<file path="config.mk">
export PLATFORM = sky130hd
export DESIGN_NAME = aes_round_ctrl_flat
export DESIGN_NICKNAME = d
export VERILOG_FILES = /design/src/rtl/aes_round_ctrl_pkg.sv /design/src/rtl/aes_round_ctrl_if.sv /design/src/rtl/aes_nr_lut.sv /design/src/rtl/aes_round_ctrl.sv /design/src/flat_wrapper.sv
export SDC_FILE = /design/constraint.sdc
export NUM_CORES = 1
export LEC_CHECK = 0
export ABC_AREA = 0
export CORE_MARGIN = 2
export CORE_UTILIZATION = 46
export CTS_CLUSTER_DIAMETER = 50
export DETAILED_ROUTE_END_ITERATION = 8
export GPL_TIMING_DRIVEN = 0
export HOLD_SLACK_MARGIN = 0.08
export MAX_ROUTING_LAYER = met4
export PLACE_DENSITY = 0.83
export SETUP_SLACK_MARGIN = 0.02
export SLEW_MARGIN = 30
export SYNTH_ARGS = -nofsm -noshare
export SYNTH_HDL_FRONTEND = slang
export SYNTH_SLANG_ARGS = --single-unit
</file>
<file path="constraint.sdc">
create_clock -name clk -period 2.1 [get_ports clk]
set_clock_uncertainty 0.05 [all_clocks]
set_input_delay 0.42 -clock clk [delete_from_list [all_inputs] [get_ports clk]]
set_output_delay 0.42 -clock clk [all_outputs]
set_load 0.01 [all_outputs]
</file>
<file path="src/rtl/aes_round_ctrl_pkg.sv">
// Shared constants and types for the AES round sequencer: round counts,
// the illegal key-length code, FSM state encoding and datapath control bundle.
package aes_round_ctrl_pkg;

    localparam int unsigned RK_IDX_W = 4;

    localparam logic [RK_IDX_W-1:0] NR_128 = 4'd10;
    localparam logic [RK_IDX_W-1:0] NR_192 = 4'd12;
    localparam logic [RK_IDX_W-1:0] NR_256 = 4'd14;

    localparam logic [1:0] KLEN_ILLEGAL = 2'd3;

    typedef enum logic [2:0] {
        IDLE  = 3'd0,
        LOAD  = 3'd1,
        ROUND = 3'd2,
        FINAL = 3'd3,
        DONE  = 3'd4
    } ctrl_state_t;

    typedef struct packed {
        logic load;
        logic en;
        logic mix;
        logic inv;
    } ctrl_dp_t;

endpackage

</file>
<file path="src/rtl/aes_round_ctrl_if.sv">
// Host-side request/result bundle of the AES round sequencer.
// Handshake: a transfer happens on a rising edge where valid & ready are both high;
// the source holds valid and its payload stable until that edge.
interface aes_round_ctrl_if;

    logic       in_valid;
    logic       in_ready;
    logic [1:0] in_klen;
    logic       in_dec;
    logic       out_valid;
    logic       out_ready;
    logic       err;

    modport master (
        output in_valid, in_klen, in_dec, out_ready,
        input  in_ready, out_valid, err
    );

    modport slave (
        input  in_valid, in_klen, in_dec, out_ready,
        output in_ready, out_valid, err
    );

endinterface

</file>
<file path="src/rtl/aes_nr_lut.sv">
// Key length to AES round count decoder; flags the reserved key-length code.
module aes_nr_lut
    import aes_round_ctrl_pkg::*;
(
    input  logic [1:0]          klen_i,
    output logic [RK_IDX_W-1:0] nr_o,
    output logic                illegal_o
);

    always_comb begin
        nr_o      = NR_128;
        illegal_o = 1'b0;
        case (klen_i)
            2'd0:         nr_o = NR_128;
            2'd1:         nr_o = NR_192;
            2'd2:         nr_o = NR_256;
            KLEN_ILLEGAL: illegal_o = 1'b1;
            default:      illegal_o = 1'b1;
        endcase
    end

endmodule

</file>
<file path="src/rtl/aes_round_ctrl.sv">
// Round sequencer for the iterative AES core: IDLE -> LOAD -> ROUND -> FINAL -> DONE.
// Build macro AES_DECRYPT_EN enables decryption (reversed key order, inverse datapath ops).
module aes_round_ctrl
    import aes_round_ctrl_pkg::*;
(
    input  logic                clk,
    input  logic                rst,
    aes_round_ctrl_if.slave     host,
    input  logic                key_ready,
    output logic [RK_IDX_W-1:0] rk_idx,
    output logic                dp_load,
    output logic                dp_en,
    output logic                dp_mix,
    output logic                dp_inv,
    output logic [RK_IDX_W-1:0] rnd,
    output logic                busy,
    output ctrl_state_t         dbg_state
);

    localparam logic [RK_IDX_W-1:0] ONE = 1;

    ctrl_state_t         state_q, state_d;
    logic [RK_IDX_W-1:0] rnd_q, rnd_d;
    logic [RK_IDX_W-1:0] nr_q, nr_d;
    logic                dec_q, dec_d;
    logic                err_q, err_d;

    logic [RK_IDX_W-1:0] lut_nr;
    logic                lut_illegal;
    logic                accept;
    logic                req_dec;
    ctrl_dp_t            dp;

    aes_nr_lut u_nr_lut (
        .klen_i    (host.in_klen),
        .nr_o      (lut_nr),
        .illegal_o (lut_illegal)
    );

`ifdef AES_DECRYPT_EN
    assign req_dec = host.in_dec;
`else
    assign req_dec = 1'b0;
`endif

    // rst gates ready so nothing can be accepted on the reset edge itself.
    assign host.in_ready = (state_q == IDLE) & key_ready & ~rst;
    assign accept        = host.in_valid & host.in_ready;

    always_ff @(posedge clk) begin
        if (rst) begin
            state_q <= IDLE;
            rnd_q   <= '0;
            nr_q    <= '0;
            dec_q   <= 1'b0;
            err_q   <= 1'b0;
        end else begin
            state_q <= state_d;
            rnd_q   <= rnd_d;
            nr_q    <= nr_d;
            dec_q   <= dec_d;
            err_q   <= err_d;
        end
    end

    always_comb begin
        state_d = state_q;
        rnd_d   = rnd_q;
        nr_d    = nr_q;
        dec_d   = dec_q;
        err_d   = 1'b0;
        case (state_q)
            IDLE: begin
                if (accept) begin
                    if (lut_illegal) begin
                        err_d = 1'b1;
                    end else begin
                        state_d = LOAD;
                        nr_d    = lut_nr;
                        dec_d   = req_dec;
                        rnd_d   = '0;
                    end
                end
            end
            LOAD: begin
                state_d = ROUND;
                rnd_d   = ONE;
            end
            ROUND: begin
                rnd_d = rnd_q + ONE;
                if (rnd_q == nr_q - ONE) begin
                    state_d = FINAL;
                end
            end
            FINAL: begin
                state_d = DONE;
            end
            DONE: begin
                if (host.out_ready) begin
                    state_d = IDLE;
                    rnd_d   = '0;
                end
            end
            default: begin
                state_d = IDLE;
                rnd_d   = '0;
            end
        endcase
    end

    always_comb begin
        dp             = '0;
        host.out_valid = 1'b0;
        case (state_q)
            LOAD: begin
                dp.load = 1'b1;
                dp.en   = 1'b1;
            end
            ROUND: begin
                dp.en  = 1'b1;
                dp.mix = 1'b1;
            end
            FINAL: begin
                dp.en = 1'b1;
            end
            DONE: begin
                host.out_valid = 1'b1;
            end
            default: ;
        endcase
        dp.inv = (state_q != IDLE) & dec_q;
        // Decryption consumes the expanded key schedule from the last round key back.
        if (state_q == IDLE) begin
            rk_idx = '0;
        end else if (dec_q) begin
            rk_idx = nr_q - rnd_q;
        end else begin
            rk_idx = rnd_q;
        end
    end

    assign host.err = err_q;
    assign dp_load  = dp.load;
    assign dp_en    = dp.en;
    assign dp_mix   = dp.mix;
    assign dp_inv   = dp.inv;
    assign rnd      = rnd_q;
    assign busy     = (state_q != IDLE);
    assign dbg_state = state_q;

endmodule

</file>
<file path="src/flat_wrapper.sv">
// flat-port wrapper written by rule: the top's interface ports become plain ports
module aes_round_ctrl_flat import aes_round_ctrl_pkg::*;
  (clk, rst, key_ready, rk_idx, dp_load, dp_en, dp_mix, dp_inv, rnd, busy, dbg_state, host_in_valid, host_in_klen, host_in_dec, host_out_ready, host_in_ready, host_out_valid, host_err);
  aes_round_ctrl_if host_i ();
  input  logic clk;
  input  logic rst;
  input  logic key_ready;
  output logic [RK_IDX_W-1:0] rk_idx;
  output logic dp_load;
  output logic dp_en;
  output logic dp_mix;
  output logic dp_inv;
  output logic [RK_IDX_W-1:0] rnd;
  output logic busy;
  output ctrl_state_t dbg_state;
  input wire logic [$bits(host_i.in_valid)-1:0] host_in_valid;
  input wire logic [$bits(host_i.in_klen)-1:0] host_in_klen;
  input wire logic [$bits(host_i.in_dec)-1:0] host_in_dec;
  input wire logic [$bits(host_i.out_ready)-1:0] host_out_ready;
  output wire logic [$bits(host_i.in_ready)-1:0] host_in_ready;
  output wire logic [$bits(host_i.out_valid)-1:0] host_out_valid;
  output wire logic [$bits(host_i.err)-1:0] host_err;
  assign host_i.in_valid = host_in_valid;
  assign host_i.in_klen = host_in_klen;
  assign host_i.in_dec = host_in_dec;
  assign host_i.out_ready = host_out_ready;
  assign host_in_ready = host_i.in_ready;
  assign host_out_valid = host_i.out_valid;
  assign host_err = host_i.err;
  aes_round_ctrl u_core (.clk(clk), .rst(rst), .host(host_i), .key_ready(key_ready), .rk_idx(rk_idx), .dp_load(dp_load), .dp_en(dp_en), .dp_mix(dp_mix), .dp_inv(dp_inv), .rnd(rnd), .busy(busy), .dbg_state(dbg_state));
endmodule
</file>
==> impl_metrics.csv, run 1 <==
group,metric,value,unit
run_status,outcome,"completed",
final_layout,layout_filler_cell_count,128,
synth,yosys_warnings,0,
routing,drt-wirelength-per-cell,13.3,um
routing,drt-vias-per-instance,5.54,
grt,grt_first_pass_wirelength,2.82,mm
routing,ant_nets,0,
synth,synthArstFlopShare,0,%
grt,grtUsageMet2,32.6,%
setup_path,critical-path-top-cell-by-count,"nor2_1",
final_layout,most_common_cell_after_layout_fill_and_taps_aside,"clkdlybuf4s50_1",
timing,setup_viol,0,
timing,finalMaxSlewViolations,0,
clock_tree,skew_pair_late_insertion_delay,0.28,ns
pwr,post-layout-total-power,0.497,mW
grt,global_route.usage.total,21.0,%
die,die-width,43.8,um
clock_tree,number_of_buffers_created_by_cts,3,
routing,route.final.wire_length,1.68,mm
final_layout,multi_input_logic_area,439,sq um
clock_tree,cts_sinks,11,
pwr,leakagePower,0.451,nW
synth,mappedNetlistNets,93,
setup_path,worstPathBufferInverterCount,2,
final_layout,drive_above_1_share,19.1,%
grt,gr-usage-met3,5.00,%
synth,number_of_synthesized_flops_with_an_enable_pin,0,
clock_tree,cts_max_path_buffers,2,
placement,gp_congestion,0.806,
die,starting_utilization_of_the_core_area,48.8,%
grt,grt_pass1_vias,626,
final_layout,design_area,1020,sq um
die,ios,27,
final_layout,final_net_count,123,
grt,grt-busiest-layer,"met2",
timing,fin_hold_ws,0.493,ns
die,core,1490,sq um
timing,max_freq,502,MHz
clock_tree,clock_tree.root_cell,"clkbuf_4",
timing,setup-tns-final,0,ns
synth,sequential_share_of_the_synthesized_area,30.3,%
final_layout,area_growth_syn_to_layout,39.9,%
die,die_y,43.8,um
synth,synthCells,81,
setup_path,crit_chain,"buf_6 > nor2_1 > nor2_1 > clkdlybuf4s50_1",
final_layout,layout_common_cells,"16 x clkdlybuf4s50_1, 9 x dfxtp_1, 8 x nor2_1",
routing,route.detailed.drc,0,
final_layout,n_antenna_cell,0,
final_layout,fin_util,68.3,%
timing,timing.final.crit_period,1.99,ns
timing,timing.final.hold_violations,0,
setup_path,setup.worst_path.class,"reg2out",
synth,syn-cell-area,727,sq um
synth,syn-mean-instance-area,8.97,sq um
synth,postSynthRegisterBits,11,
clock_tree,h_tree_levels,1,
setup_path,max_stage_delay,0.54,ns
hold_path,hp-class,"reg2reg",
grt,grt_antenna_before_repair,0,
setup_path,crit_arrival,1.52,ns
pwr,vdd_ir_drop_max,0.000345,V
final_layout,final-seq-area,223,sq um
grt,grt_use_met1,25.1,%
synth,synthFlopType,"dfxtp_1",
flow_run,maxCapViolations,0,
die,design.die.area,1910,sq um
setup_path,critical_path_required,1.63,ns
pwr,power_per_cell_area,489,nW/um^2
synth,yosysUniqueCellTypes,37,
setup_path,endpoint_kind,"primary output",
grt,largest_net_degree_at_the_start_of_global_routing,11,
placement,buffer_ports.inserted,24,
routing,via_count,698,
die,placementRows,14,
setup_path,cp-start-kind,"flop",
setup_path,critical_path_top_delay_cell,"clkdlybuf4s50_1",
timing,fin_crit_sh,94.8,%
clock_tree,worst_setup_hold_path_clk_slew,0.08,ns
routing,drtIter0Drc,18,
placement,place_hpwl,1.22,mm
setup_path,crit_fanout,10,
setup_path,critical-path-top-delay-family,"buffers and inverters",
placement,placed_area,987,sq um
clock_tree,tritoncts,"done",
grt,grt_overflow,0,
timing,rsz0062_at_grt,"false",
routing,first_pass_iters,4,
[synth_stat cells (2+ instances only)]
cell      count  area [sq um]
a31oi_1       2          12.5
and2_2        4          30.0
dfxtp_1      11           220
nand2_1       3          11.3
o211ai_1      3          22.5
buf_6         3          33.8
inv_1         5          18.8
nand3_1       2          10.0
xor2_1        3          26.3
a211oi_1      2          15.0
or3_1         2          12.5
nor2_1        8          30.0
a21oi_1       5          25.0
ha_1          4          50.1
xnor2_1       2          17.5
[routing by layer]
layer | up-vias | part of all wire [%]
li1 | 340 | -
met1 | 327 | 45
met2 | 25 | 47
met3 | 6 | 5.2
met4 | 0 | 2.6
met5 | - | 0
[layout make-up]
type,instances,area share (%)
multi-input cells,59,43.2
repair buffers,25,23.7
flip-flops and latches,11,21.9
plain buffers,5,4.43
clock buffers,4,2.58
inverters,6,2.21
well taps,16,1.97
[per-stage QoR]
stage	instances	setup WS, ns
CTS	126	0.0875
finish	126	0.108
global placement	121	-0.00176
global route	126	0.0479
floorplan	81	0.574
detailed placement	121	-0.0489
[what timing repair did]
action	CTS	global route
pin swaps	1	0
buffers inserted	1	0
hold buffers	0	0
endpoints found under the setup margin	8	1
cloned	0	0
gates resized for setup	9	1
[registers in the layout, summed over array words and instances (netlist names)]
| register | flops |
|---|---|
| u_core.dbg_state | 3 |
| u_core.host.err | 1 |
| u_core.nr_q | 3 |
| u_core.rnd | 4 |
[worst min-delay path, delay by kind of cell, from the launching register on]
family | cells | cell delay, ns
and+or+nand+nor | 1 | 0.05
AOI/OAI and AO/OA | 1 | 0.12
DFF | 1 | 0.34
[worst paths after layout]
path                                          start              to  slack, ns  cells after the start
worst max-delay path            u_core.dbg_state[0]           dp_en       0.11                      4
worst min-delay path                 u_core.nr_q[3]  u_core.nr_q[3]       0.49                      2
worst max register to register        u_core.rnd[1]   u_core.rnd[1]       0.77                      4
worst min register to register       u_core.nr_q[3]  u_core.nr_q[3]       0.49                      2
[power breakdown]
group          leakage [nW]  internal (mW)  switching [mW]
logic                 0.346         0.0612          0.0540
clock network        0.0150         0.0739          0.0834
registers            0.0902          0.216         0.00868
[cell families after synthesis]
logic type,synth area share (%)
fa+ha+maj,6.88
flops,30.3
xor+xnor,6.03
buf+inv,9.29
simple gates,28.4
mux,1.55
other cells,0.516
compound gates,17.0
Note: power is estimated with default switching activity, not from simulation.
==> run 2, diff against run 1 <==
- CELL_PAD_IN_SITES_DETAIL_PLACEMENT: unset -> 0
- CELL_PAD_IN_SITES_GLOBAL_PLACEMENT: unset -> 1
- CORE_UTILIZATION: 46 -> 33
- PLACE_DENSITY: 0.83 -> unset
- PLACE_DENSITY_LB_ADDON: unset -> 0.1
==> run 2 against run 1 <==
Effect of this change:
- first-iteration DRC count decreased by 44%
- via count decreased by 0.14%
- fmax increased by 0.33%
- critical path depth unchanged
==> impl_metrics.csv, run 2 (synthesis gave the netlist of run 1 again) <==
group,metric,value,unit
run_status,outcome,"completed",
clock_tree,h_tree_levels,1,
final_layout,area_growth_syn_to_layout,42.3,%
clock_tree,clock_tree.root_cell,"clkbuf_4",
grt,grt_first_pass_wirelength,3.09,mm
clock_tree,tritoncts,"done",
setup_path,endpoint_kind,"primary output",
routing,route.detailed.drc,0,
die,die-width,50.9,um
placement,buffer_ports.inserted,24,
timing,timing.final.hold_violations,0,
routing,drt-vias-per-instance,5.09,
setup_path,timing.reg2reg.worst_path_depth,4,
setup_path,crit_fanout,10,
pwr,vdd_ir_drop_max,0.000328,V
clock_tree,cts_sinks,11,
setup_path,critical_path_required,1.63,ns
hold_path,hp-class,"reg2reg",
setup_path,timing.rr.start,"u_core.dbg_state[1]",
routing,via_count,697,
setup_path,worst_setup_path_endpoint,"dp_mix",
final_layout,most_common_cell_after_layout_fill_and_taps_aside,"clkdlybuf4s50_1",
pwr,leakagePower,0.462,nW
grt,grt_pass1_vias,714,
routing,dr_wl_met2,764,um
timing,fin_hold_ws,0.459,ns
placement,place_hpwl,1.29,mm
routing,met3_wirelength,87,um
final_layout,largest_register_ff_count,4,
routing,route.final.wire_length,1.72,mm
grt,grt_overflow,0,
final_layout,design_area,1030,sq um
clock_tree,skew_pair_late_insertion_delay,0.27,ns
setup_path,startpoint,"u_core.dbg_state[2]",
setup_path,timing.reg2reg.setup_slack,0.75,ns
clock_tree,number_of_buffers_created_by_cts,3,
placement,gp_congestion,0.797,
final_layout,layout_common_cells,"16 x clkdlybuf4s50_1, 9 x dfxtp_1, 8 x nor2_1",
die,core,2020,sq um
final_layout,final_net_count,123,
timing,rsz0062_at_grt,"false",
routing,ant_nets,0,
routing,drt-wirelength-per-cell,12.6,um
flow_run,maxCapViolations,0,
setup_path,cp-start-kind,"flop",
final_layout,n_antenna_cell,0,
timing,max_freq,504,MHz
pwr,post-layout-total-power,0.489,mW
timing,setup-tns-final,0,ns
clock_tree,worst_setup_hold_path_clk_slew,0.07,ns
die,design.die.area,2590,sq um
routing,first_pass_iters,4,
routing,top_signal_layer_used,"met4",
final_layout,drive_above_1_share,19.1,%
setup_path,r2r_end,"u_core.dbg_state[0]",
routing,m1WireLength,848,um
setup_path,setup.worst_path.class,"reg2out",
die,die_y,50.9,um
grt,largest_net_degree_at_the_start_of_global_routing,11,
timing,timing.final.crit_period,1.99,ns
grt,grt_antenna_before_repair,0,
timing,finalMaxSlewViolations,0,
routing,drtIter0Drc,10,
grt,global_route.usage.total,15.7,%
pwr,power_per_cell_area,472,nW/um^2
die,ios,27,
timing,setup_viol,0,
timing,fin_crit_sh,94.5,%
placement,placed_area,1000,sq um
setup_path,crit_arrival,1.52,ns
clock_tree,cts_hold_repair.buffers,0,
clock_tree,cts_max_path_buffers,2,
die,placementRows,16,
die,starting_utilization_of_the_core_area,36.0,%
run 2: cell count changes in the layout (fill, tap and decap cells not counted):
cell            delta
dlymetal6s2s_1     +1
dlygate4sd2_1      -1
run 2: area by class of cell:
cell class | count | area, sq um
timing repair buffer | 25 | 245
inverter | 6 | 22.5
buffer | 5 | 45.0
fill | 210 | 987
clock buffer | 4 | 26.3
sequential | 11 | 223
multi-input combinational | 59 | 439
tap | 27 | 33.8
run 2: worst min-delay path by stage:
| stage | start | endpoint | slack (ns) | depth (start not counted) |
|---|---|---|---|---|
| 6_report | u_core.nr_q[3] | u_core.nr_q[3] | 0.46 | 2 |
| 5_1_grt | u_core.nr_q[3] | u_core.nr_q[3] | 0.49 | 2 |
| 4_1_cts | u_core.nr_q[3] | u_core.nr_q[3] | 0.46 | 2 |
| 3_5_place_dp | u_core.nr_q[3] | u_core.nr_q[3] | 0.44 | 2 |
| 3_3_place_gp | u_core.nr_q[3] | u_core.nr_q[3] | 0.43 | 2 |
| 2_1_floorplan | u_core.nr_q[3] | u_core.nr_q[3] | 0.41 | 2 |
run 2: report_power, final:
part	total (mW)	switching, mW	internal, mW
clock	0.150	0.0762	0.0735
combinational	0.115	0.0535	0.0612
sequential	0.224	0.00837	0.216
total	0.489	0.138	0.351
run 2: per-stage QoR:
step                std cells  utilization [%]  setup WS [ns]
floorplan                  81                -          0.574
CTS                       137             50.9         0.0544
finish                    137             51.2          0.115
global placement          132             49.5        -0.0133
detailed placement        132             49.5        -0.0275
global route              137             51.2         0.0348
run 2: per-layer routing:
metal  track usage (%)  vias up
met2              23.8       28
met5                 -        -
met4              4.95        0
li1                  -      344
met3              4.68        4
met1              20.1      321
run 2: repair_timing:
action | CTS | global route
pin swaps | 1 | 0
buffers inserted | 1 | 0
endpoints found under the setup margin | 7 | 2
resized for setup | 8 | 2
run 2: critical path, stage by stage, from the launching register on:
cell and delay (ns):
dfxtp_2 0.35, buf_6 0.14, nand2b_4 0.14, nor2_1 0.08, clkdlybuf4s50_1 0.53
